File: src/rtl/add_pkg.sv
// Shared definitions for the sequential chunked adder/subtractor.
// State encodings and helpers that size the chunk index from WIDTH/CHUNK.
package add_pkg;

  localparam logic [1:0] ST_IDLE = 2'd0;
  localparam logic [1:0] ST_RUN  = 2'd1;
  localparam logic [1:0] ST_DONE = 2'd2;

  typedef enum logic [1:0] {
    IDLE = ST_IDLE,
    RUN  = ST_RUN,
    DONE = ST_DONE
  } state_t;

  // Number of CHUNK-bit slices in a WIDTH-bit operation.
  function automatic int nchunk(input int width, input int chunk);
    return width / chunk;
  endfunction

  // Chunk index width; at least one bit so a single-slice build still has a counter.
  function automatic int idx_w(input int width, input int chunk);
    int n;
    n = width / chunk;
    return (n <= 1) ? 1 : $clog2(n);
  endfunction

endpackage

File: src/rtl/add_chunk_n.sv
// Combinational W-bit ripple adder slice, reused once per cycle by add_seq_n.
// cm is the carry into the top bit so the caller can form signed overflow.
module add_chunk_n #(
  parameter int W = 4
) (
  output logic         co,
  output logic         cm,
  output logic [W-1:0] s,
  input  logic [W-1:0] a,
  input  logic [W-1:0] b,
  input  logic         ci
);

  // Ripple the carry bit by bit, capturing the carry entering the MSB.
  always_comb begin : ripple
    logic c;
    c  = ci;
    s  = '0;
    cm = 1'b0;
    for (int i = 0; i < W; i++) begin
      if (i == W - 1) cm = c;
      s[i] = a[i] ^ b[i] ^ c;
      c    = (a[i] & b[i]) | (c & (a[i] ^ b[i]));
    end
    co = c;
  end

endmodule

File: src/rtl/add_seq_n.sv
// Multi-cycle WIDTH-bit adder/subtractor, CHUNK bits per clock through one slice.
// Optional build macro: ADD_SEQ_SAT_EN clamps s to the signed limit on overflow.
//
// state | meaning
// IDLE  | waiting for start; result registers hold the last result
// RUN   | one slice per cycle, idx selects the slice, carry is registered
// DONE  | one-cycle done pulse; a new start is accepted here as in IDLE
module add_seq_n
  import add_pkg::*;
#(
  parameter int WIDTH = 16,
  parameter int CHUNK = 4
) (
  input  logic             clk,
  input  logic             rst_n,
  input  logic             start,
  input  logic             sub,
  input  logic [WIDTH-1:0] a,
  input  logic [WIDTH-1:0] b,
  input  logic             ci,
  output logic             busy,
  output logic             done,
  output logic [WIDTH-1:0] s,
  output logic             co,
  output logic             v
);

  localparam int NCHUNK = nchunk(WIDTH, CHUNK);
  localparam int IW     = idx_w(WIDTH, CHUNK);
  localparam logic [IW-1:0] IDX_LAST = IW'(NCHUNK - 1);

  state_t           state_q, state_d;
  logic             accept;
  logic             last;
  logic [WIDTH-1:0] a_q, b_q;
  logic             carry_q;
  logic [IW-1:0]    idx_q;
  logic [WIDTH-1:0] s_q;
  logic             co_q, v_q;
  logic [CHUNK-1:0] slice_a, slice_b, slice_s;
  logic             slice_co, slice_cm, ovf;

  assign last    = (idx_q == IDX_LAST);
  assign slice_a = a_q[idx_q * CHUNK +: CHUNK];
  assign slice_b = b_q[idx_q * CHUNK +: CHUNK];
  assign ovf     = slice_cm ^ slice_co;

  add_chunk_n #(.W(CHUNK)) u_chunk (
    .co (slice_co),
    .cm (slice_cm),
    .s  (slice_s),
    .a  (slice_a),
    .b  (slice_b),
    .ci (carry_q)
  );

  // Next-state and handshake outputs; start is only honoured in IDLE or DONE.
  always_comb begin
    state_d = state_q;
    busy    = 1'b0;
    done    = 1'b0;
    accept  = 1'b0;
    case (state_q)
      IDLE: begin
        if (start) begin
          accept  = 1'b1;
          state_d = RUN;
        end
      end
      RUN: begin
        busy = 1'b1;
        if (last) state_d = DONE;
      end
      DONE: begin
        done = 1'b1;
        if (start) begin
          accept  = 1'b1;
          state_d = RUN;
        end else begin
          state_d = IDLE;
        end
      end
      default: state_d = IDLE;
    endcase
  end

  // State register.
  always_ff @(posedge clk) begin
    if (!rst_n) state_q <= IDLE;
    else        state_q <= state_d;
  end

  // Operand capture (subtract folded in as ~b, ~ci), slice write-back and final flags.
  always_ff @(posedge clk) begin
    if (!rst_n) begin
      a_q     <= '0;
      b_q     <= '0;
      carry_q <= 1'b0;
      idx_q   <= '0;
      s_q     <= '0;
      co_q    <= 1'b0;
      v_q     <= 1'b0;
    end else if (accept) begin
      a_q     <= a;
      b_q     <= sub ? ~b : b;
      carry_q <= sub ? ~ci : ci;
      idx_q   <= '0;
    end else if (state_q == RUN) begin
      s_q[idx_q * CHUNK +: CHUNK] <= slice_s;
      carry_q <= slice_co;
      idx_q   <= idx_q + 1'b1;
      if (last) begin
        co_q <= slice_co;
        v_q  <= ovf;
`ifdef ADD_SEQ_SAT_EN
        // Clamp in the same edge as the last slice; the whole word overrides the slice write.
        if (ovf) s_q <= a_q[WIDTH-1] ? {1'b1, {(WIDTH-1){1'b0}}}
                                     : {1'b0, {(WIDTH-1){1'b1}}};
`endif
      end
    end
  end

  assign s  = s_q;
  assign co = co_q;
  assign v  = v_q;

endmodule

File: config.mk
export PLATFORM = sky130hd
export DESIGN_NAME = add_seq_n
export DESIGN_NICKNAME = d
export VERILOG_FILES = /design/src/rtl/add_pkg.sv /design/src/rtl/add_chunk_n.sv /design/src/rtl/add_seq_n.sv
export SDC_FILE = /design/constraint.sdc
export NUM_CORES = 1
export LEC_CHECK = 0
export ABC_AREA = 1
export BUFFER_PORTS_ARGS = -buffer_cell sky130_fd_sc_hd__buf_2
export CAP_MARGIN = 25
export CORE_MARGIN = 2
export CORE_UTILIZATION = 43
export CTS_CLUSTER_SIZE = 20
export DETAILED_ROUTE_END_ITERATION = 10
export GPL_TIMING_DRIVEN = 0
export MAX_ROUTING_LAYER = met4
export PLACE_DENSITY = 0.66
export RECOVER_POWER = 25
export SETUP_SLACK_MARGIN = 0.05
export SLEW_MARGIN = 20
export SYNTH_ARGS = -nofsm -noshare
export SYNTH_HDL_FRONTEND = slang
export SYNTH_HIERARCHICAL = 1
export SYNTH_SLANG_ARGS = --single-unit
File: constraint.sdc
create_clock -name clk -period 2.85 [get_ports clk]
set_input_delay 0.4275 -clock clk [delete_from_list [all_inputs] [get_ports clk]]
set_output_delay 0.4275 -clock clk [all_outputs]
set_load 0.01 [all_outputs]
# ---- Word level (Yosys, flattened, before mapping)
# Cells that the tools add are included.
dict set report word_totals {
  output_inout_bits 20
  rom_bits 0
  input_bits 37
  word_cells 64
  mem_count 0
  latch_bits 0
  mem_bits_rw 0
  register_bits 55
}
dict set report classes {
  eq_ne 5
  div_mod_pow 0
  mul 0
  n_mux 13
  reduce_logical 7
  bitwise 25
  shift 4
  n_addsub 2
  order_cmp 0
}
# op count
set ops {}
lappend ops {{negator 4 -> 34 bit} 1}
lappend ops {{variable shift 4 x 34 -> 16 bit (first input constant)} 1}
lappend ops {{indexed part select 4 x 34 -> 16 bit} 1}
lappend ops {{indexed part select 16 x 5 -> 4 bit} 2}
lappend ops {{bitwise mux 16 bit} 1}
lappend ops {{two-way mux 16 bit} 1}
lappend ops {{NOT 16 bit} 1}
lappend ops {{bitwise XOR 1 bit} 9}
lappend ops {{AND 1 bit} 8}
lappend ops {{two-way mux 1 bit} 8}
lappend ops {{case mux 2 bit (3 select lines)} 1}
lappend ops {{== test 2 bit (second input constant)} 2}
lappend ops {{two-way mux 2 bit} 2}
lappend ops {{!= test 2 bit (second input constant)} 2}
lappend ops {{bitwise OR 1 bit} 4}
lappend ops {{AND reduction 2 bit} 2}
lappend ops {{OR reduction 2 bit} 2}
lappend ops {{NOT 1 bit} 3}
lappend ops {{AND reduction 3 bit} 1}
lappend ops {{adder 2 x 1 -> 2 bit (second input constant)} 1}
lappend ops {{== test 2 x 1 -> 1 bit (second input constant)} 1}
lappend ops {{logical NOT 2 bit} 1}
lappend ops {{nonzero test 2 bit} 1}

# ---- Longest topological paths before layout
# Gate-level depths: netlist of the first run.
dict set report depth {
  ltp_word 12
  mapped_depth 15
  depth_no_buf 13
}

# ---- Cells and area by module
# The synthesis of the first run kept the hierarchy.
# module cells_per_inst area_each_um2 n_inst seq_area_each_um2
set by_module_without_submodules {}
lappend by_module_without_submodules {add_seq_n 321 2451.1 1 1101.1}
lappend by_module_without_submodules {add_chunk_n 12 110.1 1 0.0}

# ---- Least setup slack after synthesis of the first run
# Ideal clock, no wire load.
dict set report synth_path {
  path_kind {reg2reg}
  startpoint {register idx_q[0]}
  endpoint {register s_q[15], in the netlist s[15]}
  period_less_slack_ps 2822
  path_slack_ps 28
  path_buffers 2
  setup_ps 120
  stages_incl_launch_ff 16
  t_required_ps 2730
  t_arrival_ps 2703
  path_cell_list {dfxtp_1 > buf_4 > inv_2 > buf_2 > nor2_1 > o22ai_1 > fa_1 > inv_1 > fa_1 > fa_1 > inv_1 > fa_1 > inv_1 > nor3_1 > nand2_1 > a21oi_1}
}
dict set report synth_via {
  elab_chain_len 11
  word_cells_on_any_way 23
  classes_between {1 x add/sub; 4 x shift; 1 x mux; 17 x bitwise}
}
# item line_no
set synth_lines {}
lappend synth_lines {{start, declared} add_seq_n.sv:37} ;# logic [IW-1:0] idx_q;
lappend synth_lines {{start signal, assigned} add_seq_n.sv:111} ;# idx_q <= idx_q + 1'b1;
lappend synth_lines {{indexed part select 16 x 5 -> 4 bit (*)} add_seq_n.sv:44} ;# assign slice_a = a_q[idx_q * CHUNK +: CHUNK];
lappend synth_lines {{named net slice_a[0]} add_seq_n.sv:40} ;# logic [CHUNK-1:0] slice_a, slice_b, slice_s;
lappend synth_lines {{bitwise XOR 1 bit} add_chunk_n.sv:23} ;# c = (a[i] & b[i]) | (c & (a[i] ^ b[i]));
lappend synth_lines {{AND 1 bit} add_chunk_n.sv:23}
lappend synth_lines {{bitwise OR 1 bit (*)} add_chunk_n.sv:23}
lappend synth_lines {{AND 1 bit (*)} add_chunk_n.sv:23}
lappend synth_lines {{bitwise OR 1 bit (*)} add_chunk_n.sv:23}
lappend synth_lines {{AND 1 bit (*)} add_chunk_n.sv:23}
lappend synth_lines {{bitwise OR 1 bit (*)} add_chunk_n.sv:23}
lappend synth_lines {{named net slice_cm} add_seq_n.sv:41} ;# logic slice_co, slice_cm, ovf;
lappend synth_lines {{bitwise XOR 1 bit (*)} add_chunk_n.sv:22} ;# s[i] = a[i] ^ b[i] ^ c;
lappend synth_lines {{named net slice_s[3]} add_seq_n.sv:40}
lappend synth_lines {{indexed part select 4 x 34 -> 16 bit (*)} add_seq_n.sv:109} ;# s_q[idx_q * CHUNK +: CHUNK] <= slice_s;
lappend synth_lines {{bitwise mux 16 bit (*)} add_seq_n.sv:109}
lappend synth_lines {{end signal, assigned by index} add_seq_n.sv:109}
lappend synth_lines {{end, declared} add_seq_n.sv:38} ;# logic [WIDTH-1:0] s_q;
# Mark *: on every way through the listed nets, which the timed path passes. The rest lies on a longest branch.
# A chain may end at the register's enable or synchronous reset.

# ---- Final worst setup path of the first run
dict set report layout_path {
  startpoint {register idx_q[0]}
  endpoint {register s_q[7], in the netlist s[7]}
}
# The elaborated chain is that of the path after synthesis.

==> flow_summary_export.csv, run 1 <==
group,metric,value,unit
pwr,switchingPower,505,µW
floorplanning,die_area,6590,µm²
cells_and_area,n_fill_cell,603,
setup_path,crit_chain,"buf_8 > inv_8 > buf_6 > o21ai_2 > o22ai_2 > fa_2 > inv_2 > fa_2 > fa_2 > inv_2 > fa_1 > inv_2 > nor3_4 > nand2_1 > a21oi_2",
worst_hold_path,min_delay_worst_endpoint,"a_q[3]",
timing,fin_crit_sh,95.6,%
cts,cts_sinks,55,
floorplanning,die_w,81.2,µm
synthesis,synthArstFlopShare,0,%
cts,cts.clk_slew.worst_paths,0.09,ns
cells_and_area,final_common_cell,"nor2_1",
floorplanning,core,5850,µm²
pwr,internal_power,1.14,mW
setup_path,crit_path_max_fanout,8,
status,outcome,"finished, final reports clean",
pwr,pwr-share-comb,22.4,%
detailed_routing,routed_via_density,5.01,
global_routing,antenna_found_initial,0,
timing,post-route-min-period,2.73,ns
cts,cts_max_level,2,
cells_and_area,syn_to_final_growth,23.2,%
detailed_routing,drt_iter0_markers,116,
synthesis,synth_fa_ha_area_share,5.57,%
floorplanning,start_util,43.8,%
synthesis,yosys.cell_types.count,26,
setup_path,critical_path.max_stage_delay,0.52,ns
timing,rsz0062_at_grt,"yes",
setup_path,regToRegSetupSlack,0.12,ns
timing,worst-slew-pin-transition,0.528,ns
detailed_routing,first_pass_iters,5,
synthesis,synth_cells,333,
global_routing,grt_pass1_wl,10600,µm
cts,clk-insertion-delay-late,0.32,ns
cts,cts_tree,"yes",
cells_and_area,final_cell_mix,"nor2_1 (58), dfxtp_1 (53), buf_2 (50)",
place,hpwl,4370,µm
synthesis,synth-edff-count,0,
synthesis,synth_top_area_cell,"dfxtp_1",
cts,numCtsBuffers,5,
pwr,p_total,1.65,mW
synthesis,avgSynthCellArea,7.69,µm²
timing,skew,0.00636,ns
floorplanning,row_count,28,
pwr,sequentialPowerShare,51.5,%
synthesis,synth_top_family_by_area,"compound AO/OA/AOI/OAI gates",
detailed_routing,num_vias,2419,
worst_hold_path,worstHoldStart,"a[3]",
synthesis,ys_seq_area_share,43.0,%
synthesis,yosysWarnings,6,
synthesis,syn_area,2560,µm²
pwr,p_per_area,523,nW/µm²
timing,slew_viol_final,0,
detailed_routing,postRouteAntennaNets,0,
setup_path,r2r-end,"s[7]",
synthesis,synthSimpleGateAreaFrac,18.8,%
timing,fmax,367,MHz
timing,hold_slack,0.352,ns
timing,hold_viol,0,
setup_path,worstSetupStartpointType,"flop",
global_routing,grt_overflow_total,0,
cells_and_area,drive_gt1_share,23.3,%
synthesis,ys_top_cells_by_area,"dfxtp_1 (43%), o21ai_0 (9.4%), nor2_1 (8.6%), a21oi_1 (6.8%), nand2_1 (6.0%)",
global_routing,track_usage,21.6,%
cts,clockBufferDepth,2,
synthesis,synth-xor-area-share,6.16,%
detailed_routing,drt-total-wl,6380,µm
synthesis,synth_seq_cells,55,
setup_path,cp.arrival,2.98,ns
setup_path,worstPathRequired,3.10,ns
setup_path,reg2reg_from,"idx_q[0]",
setup_path,endpoint_kind,"flop",
place,port_buffers,54,
pwr,leakagePower,1.34,nW
pwr,power_switching_share,30.6,%
flow_run,maxCapViolations,0,
place,globalplace.congestion,0.872,
detailed_routing,drc,0,
cells_and_area,utilization,53.9,%
floorplanning,die_y,81.2,µm
floorplanning,ios,57,
cells_and_area,layout.nets,453,
setup_path,crit_type,"reg2reg",
cts,cts-root-buf,"clkbuf_8",
setup_path,critPathSlowestCell,"fa_1",
global_routing,grt_max_degree,16,
setup_path,rr_worst_depth,15,
synthesis,synth_compound_area_share,19.1,%
synthesis,synth_flop_cell,"dfxtp_1",
worst_hold_path,hold_path_class,"in2reg",
timing,setup_viol,0,
cells_and_area,diodes,0,
global_routing,grt_pass1_vias,2306,
synthesis,synthMuxAreaShare,0,%
detailed_routing,wl_per_cell,13.2,µm
synthesis,syn_nets,379,
worst_hold_path,holdPathStages,3,
timing,max_slew_margin,64.8,%
pwr,clkPwrFrac,26.2,%
synthesis,yosysTopAreaCellShare,43.0,%
pwr,vdd_drop_max,0.205,mV
==> registers in the layout (all words and copies together), names as in the netlist <==
register / flops
idx_q: 2
a_q: 16
b_q: 16
carry_q: 1
state_q: 2
s: 16
co: 1
v: 1
==> through the flow <==
stage | cells | TNS, ns | area, µm² | setup slack [ns]
final | 483 | 0 | 3150 | 0.125
after global routing | 483 | -0.00181 | 3150 | -0.00181
after CTS | 481 | 0 | 3140 | 0.0527
after detailed placement | 462 | -1.97 | 2930 | -0.439
after global placement | 462 | -1.50 | 2930 | -0.368
after floorplan | 333 | 0 | 2560 | 0.0758
==> repair_timing <==
action,4_1_cts,5_1_grt
hold buffers,0,0
pin swaps,4,3
resized for setup,19,9
hold endpoints to repair,0,0
endpoints found under the setup margin,13,6
buffers inserted,11,2
==> per-layer routing <==
layer,up-vias,GRT usage (%),wire (µm),share of wire [%]
li1,1234,-,-,-
met1,1122,26.2,2960,46
met2,55,36.2,3070,48
met3,8,4.22,245,3.8
met4,0,6.95,103,1.6
met5,-,-,0,0
==> area by class of cell <==
type	count	area [µm²]	share of cell area, %
clock buffer	7	76.3	2.42
inverter	22	95.1	3.01
multi-input combinational	238	1290	40.9
buffer	18	130	4.13
tap	75	93.8	2.98
sequential	55	1110	35.1
timing repair buffer	67	357	11.3
clock inverter	1	5.00	0.159
==> power groups by stage <==
stage	Clock [mW]	Combinational (mW)	Sequential (mW)
after floorplan	0	0.232	0.858
final	0.432	0.369	0.849
after global placement	0	0.319	0.865
after detailed placement	0	0.327	0.865
after global routing	0.465	0.417	0.856
after CTS	0.438	0.358	0.849
==> cell families (layout without fill, tap and decap cells) <==
kind of cell | after synthesis | after routing
adder cells (fa/ha/maj) | 9 | 9
AND/OR/NAND/NOR | 117 | 117
AO/OA/AOI/OAI | 94 | 94
XOR/XNOR | 18 | 18
buffers and inverters | 40 | 115
flip-flops | 55 | 55
==> cell usage after synthesis, types with 2 or more instances <==
| cell | number |
|---|---|
| nor2_1 | 59 |
| dfxtp_1 | 55 |
| o21ai_0 | 48 |
| nand2_1 | 41 |
| a21oi_1 | 35 |
| xnor2_1 | 17 |
| inv_1 | 16 |
| buf_2 | 9 |
| o22ai_1 | 8 |
| ha_1 | 5 |
| buf_4 | 4 |
| fa_1 | 4 |
| inv_2 | 4 |
| nand3_1 | 4 |
| nand4_1 | 4 |
| nor3_1 | 4 |
| clkbuf_1 | 3 |
| buf_6 | 2 |
| clkinv_1 | 2 |
| nor2_2 | 2 |
| o21a_1 | 2 |
==> worst max-delay path by stage <==
stage / cells after the start / start / slack, ns / endpoint
floorplan: 15 / idx_q[0] / 0.08 / s[15]
global placement: 13 / idx_q[1] / -0.37 / s[7]
detailed placement: 13 / idx_q[1] / -0.44 / s[7]
CTS: 15 / idx_q[0] / 0.05 / s[7]
global route: 15 / idx_q[0] / -0.002 / s[7]
finish: 15 / idx_q[0] / 0.12 / s[7]
==> critical path: cells and delay by family (launching register included) <==
kind	cells	cell delay [ns]
adders and majority gates	4	1.28
buffers and inverters	6	0.47
DFF	1	0.35
AOI/OAI and AO/OA	3	0.34
and+or+nand+nor	2	0.21
(Power assumes the default switching activity.)
==> inputs of run 2 (changes only) <==
Settings changed: CORE_UTILIZATION 43 to 45, PLACE_DENSITY 0.66 to 0.69.
==> run 2 against run 1 <==
Fmax decreased by 1.2%. Critical path depth unchanged. Register-to-register slack got worse by 0.03 ns. Sequential power about the same. Count of clock-buffer cells in the layout decreased by 1. Sequential cell count unchanged. Wire length decreased by 3.0%. Clock power decreased by 2%. Highest routed layer unchanged.
==> flow_summary_export.csv, run 2 (same netlist as run 1, synthesis figures left out) <==
group,metric,value,unit
status,outcome,"finished, final reports clean",
setup_path,endpoint_kind,"flop",
detailed_routing,drt_iter0_markers,84,
place,hpwl,4350,µm
pwr,p_per_area,517,nW/µm²
place,globalplace.congestion,0.854,
timing,skew,0.00971,ns
detailed_routing,drc,0,
timing,post-route-min-period,2.76,ns
setup_path,worstPathRequired,3.06,ns
detailed_routing,drt-total-wl,6180,µm
global_routing,grt_overflow_total,0,
floorplanning,ios,57,
flow_run,maxCapViolations,0,
worst_hold_path,holdPathStages,3,
setup_path,critical_path.max_stage_delay,0.44,ns
cts,cts_tree,"yes",
pwr,leakagePower,1.35,nW
timing,rsz0062_at_grt,"yes",
cts,clk-insertion-delay-late,0.31,ns
timing,setup_viol,0,
cts,numCtsBuffers,5,
cts,cts.clk_slew.worst_paths,0.10,ns
setup_path,crit_chain,"buf_8 > inv_8 > buf_8 > buf_4 > nor2_1 > o22ai_1 > inv_1 > fa_2 > fa_2 > inv_2 > fa_1 > inv_2 > nor3_4 > nand2_1 > a21oi_2",
setup_path,cp.arrival,2.97,ns
setup_path,critPathSlowestCell,"fa_1",
timing,fin_crit_sh,96.8,%
cells_and_area,final_cell_mix,"nor2_1 (56), dfxtp_1 (53), buf_2 (52)",
detailed_routing,num_vias,2441,
global_routing,grt_pass1_wl,10100,µm
floorplanning,die_w,79.4,µm
place,place_inst,459,
timing,max_slew_margin,67.4,%
setup_path,regToRegSetupSlack,0.09,ns
setup_path,crit_path_max_fanout,6,
cells_and_area,instances_no_fill,479,
cells_and_area,diodes,0,
cts,cts_max_level,2,
floorplanning,die_area,6310,µm²
floorplanning,core,5510,µm²
setup_path,rr_worst_depth,15,
global_routing,track_usage,20.8,%
floorplanning,die_y,79.4,µm
pwr,p_total,1.65,mW
global_routing,antenna_found_initial,0,
cts,cts_sinks,55,
setup_path,reg2reg_from,"idx_q[0]",
timing,hold_viol,0,
worst_hold_path,hold_path_class,"in2reg",
setup_path,crit_type,"reg2reg",
global_routing,grt_pass1_vias,2336,
cts,cts_hold_buf,0,
pwr,vdd_drop_max,0.284,mV
cts,cts-root-buf,"clkbuf_8",
floorplanning,row_count,27,
detailed_routing,first_pass_iters,4,
worst_hold_path,worstHoldStart,"a[2]",
place,port_buffers,54,
timing,slew_viol_final,0,
worst_hold_path,min_delay_worst_endpoint,"a_q[2]",
setup_path,r2r-end,"s[7]",
detailed_routing,routed_via_density,5.10,
cells_and_area,n_fill_cell,529,
floorplanning,start_util,46.5,%
cells_and_area,drive_gt1_share,25.1,%
cells_and_area,final_common_cell,"nor2_1",
global_routing,grt_max_degree,17,
timing,worst-slew-pin-transition,0.489,ns
cells_and_area,syn_to_final_growth,24.2,%
cts,clockBufferDepth,2,
setup_path,worstSetupStartpointType,"flop",
detailed_routing,wl_per_cell,12.9,µm
timing,fmax,363,MHz
detailed_routing,postRouteAntennaNets,0,
cells_and_area,layout.nets,452,
[run 2: cell count changes in the layout (fill, tap and decap cells not counted), moves of 2 or more]
cell | before | now
nor2_1 | 58 | 56
clkbuf_1 | 16 | 13
buf_2 | 50 | 52
nor2_2 | 3 | 5
[run 2: layout make-up]
| cell class | instances | area [µm²] | area share, % |
|---|---|---|---|
| clock inverters | 2 | 12.5 | 0.393 |
| clock buffers | 6 | 72.6 | 2.28 |
| flip-flops and latches | 55 | 1110 | 34.8 |
| multi-input cells | 238 | 1320 | 41.5 |
| repair buffers | 66 | 352 | 11.1 |
| plain buffers | 18 | 134 | 4.21 |
| inverters | 22 | 95.1 | 2.99 |
| well taps | 72 | 90.1 | 2.83 |
[run 2: per-layer routing]
layer	GRT usage, %	up-vias	share of wire [%]
met5	-	-	0
met4	7.41	0	2.1
met3	3.85	15	4.8
met2	34.8	73	49
met1	25.1	1116	44
li1	-	1237	-
[run 2: worst max-delay path by stage]
stage | from | end | slack [ns] | depth (start not counted)
after floorplan | idx_q[0] | s[15] | 0.08 | 15
after global placement | idx_q[1] | s[15] | -0.36 | 13
after detailed placement | idx_q[1] | s[15] | -0.41 | 13
after CTS | idx_q[0] | s[15] | 0.07 | 14
after global routing | idx_q[0] | s[7] | 0.005 | 15
final | idx_q[0] | s[7] | 0.09 | 15
[run 2: critical path: cells and delay by family (launching register included)]
family | cells | cell delay, ns
adder cells (fa/ha/maj) | 3 | 1.18
AND/OR/NAND/NOR | 3 | 0.15
buffers and inverters | 7 | 0.72
flip-flops | 1 | 0.34
AO/OA/AOI/OAI | 2 | 0.26
[run 2: metrics by stage]
stage	util, %	setup slack [ns]	instance area [µm²]	hold WS (ns)	setup TNS (ns)
after global placement	53.1	-0.362	2920	0.450	-1.46
after global routing	57.8	0.00534	3180	0.364	0
after detailed placement	53.1	-0.407	2920	0.454	-1.73
after CTS	57.1	0.0685	3140	0.354	0
after floorplan	-	0.0758	2560	0.449	0
final	57.8	0.0920	3180	0.356	0
[run 2: power breakdown]
| group | total [mW] | switching [mW] | internal (mW) |
|---|---|---|---|
| sequential | 0.850 | 0.0324 | 0.818 |
| combinational | 0.370 | 0.215 | 0.155 |
| clock | 0.425 | 0.252 | 0.172 |
[run 2: what timing repair did]
item | CTS | global route
resized for setup | 21 | 14
cloned | 0 | 0
endpoints found under the setup margin | 12 | 7
setup buffers | 10 | 2
pin swaps | 3 | 4
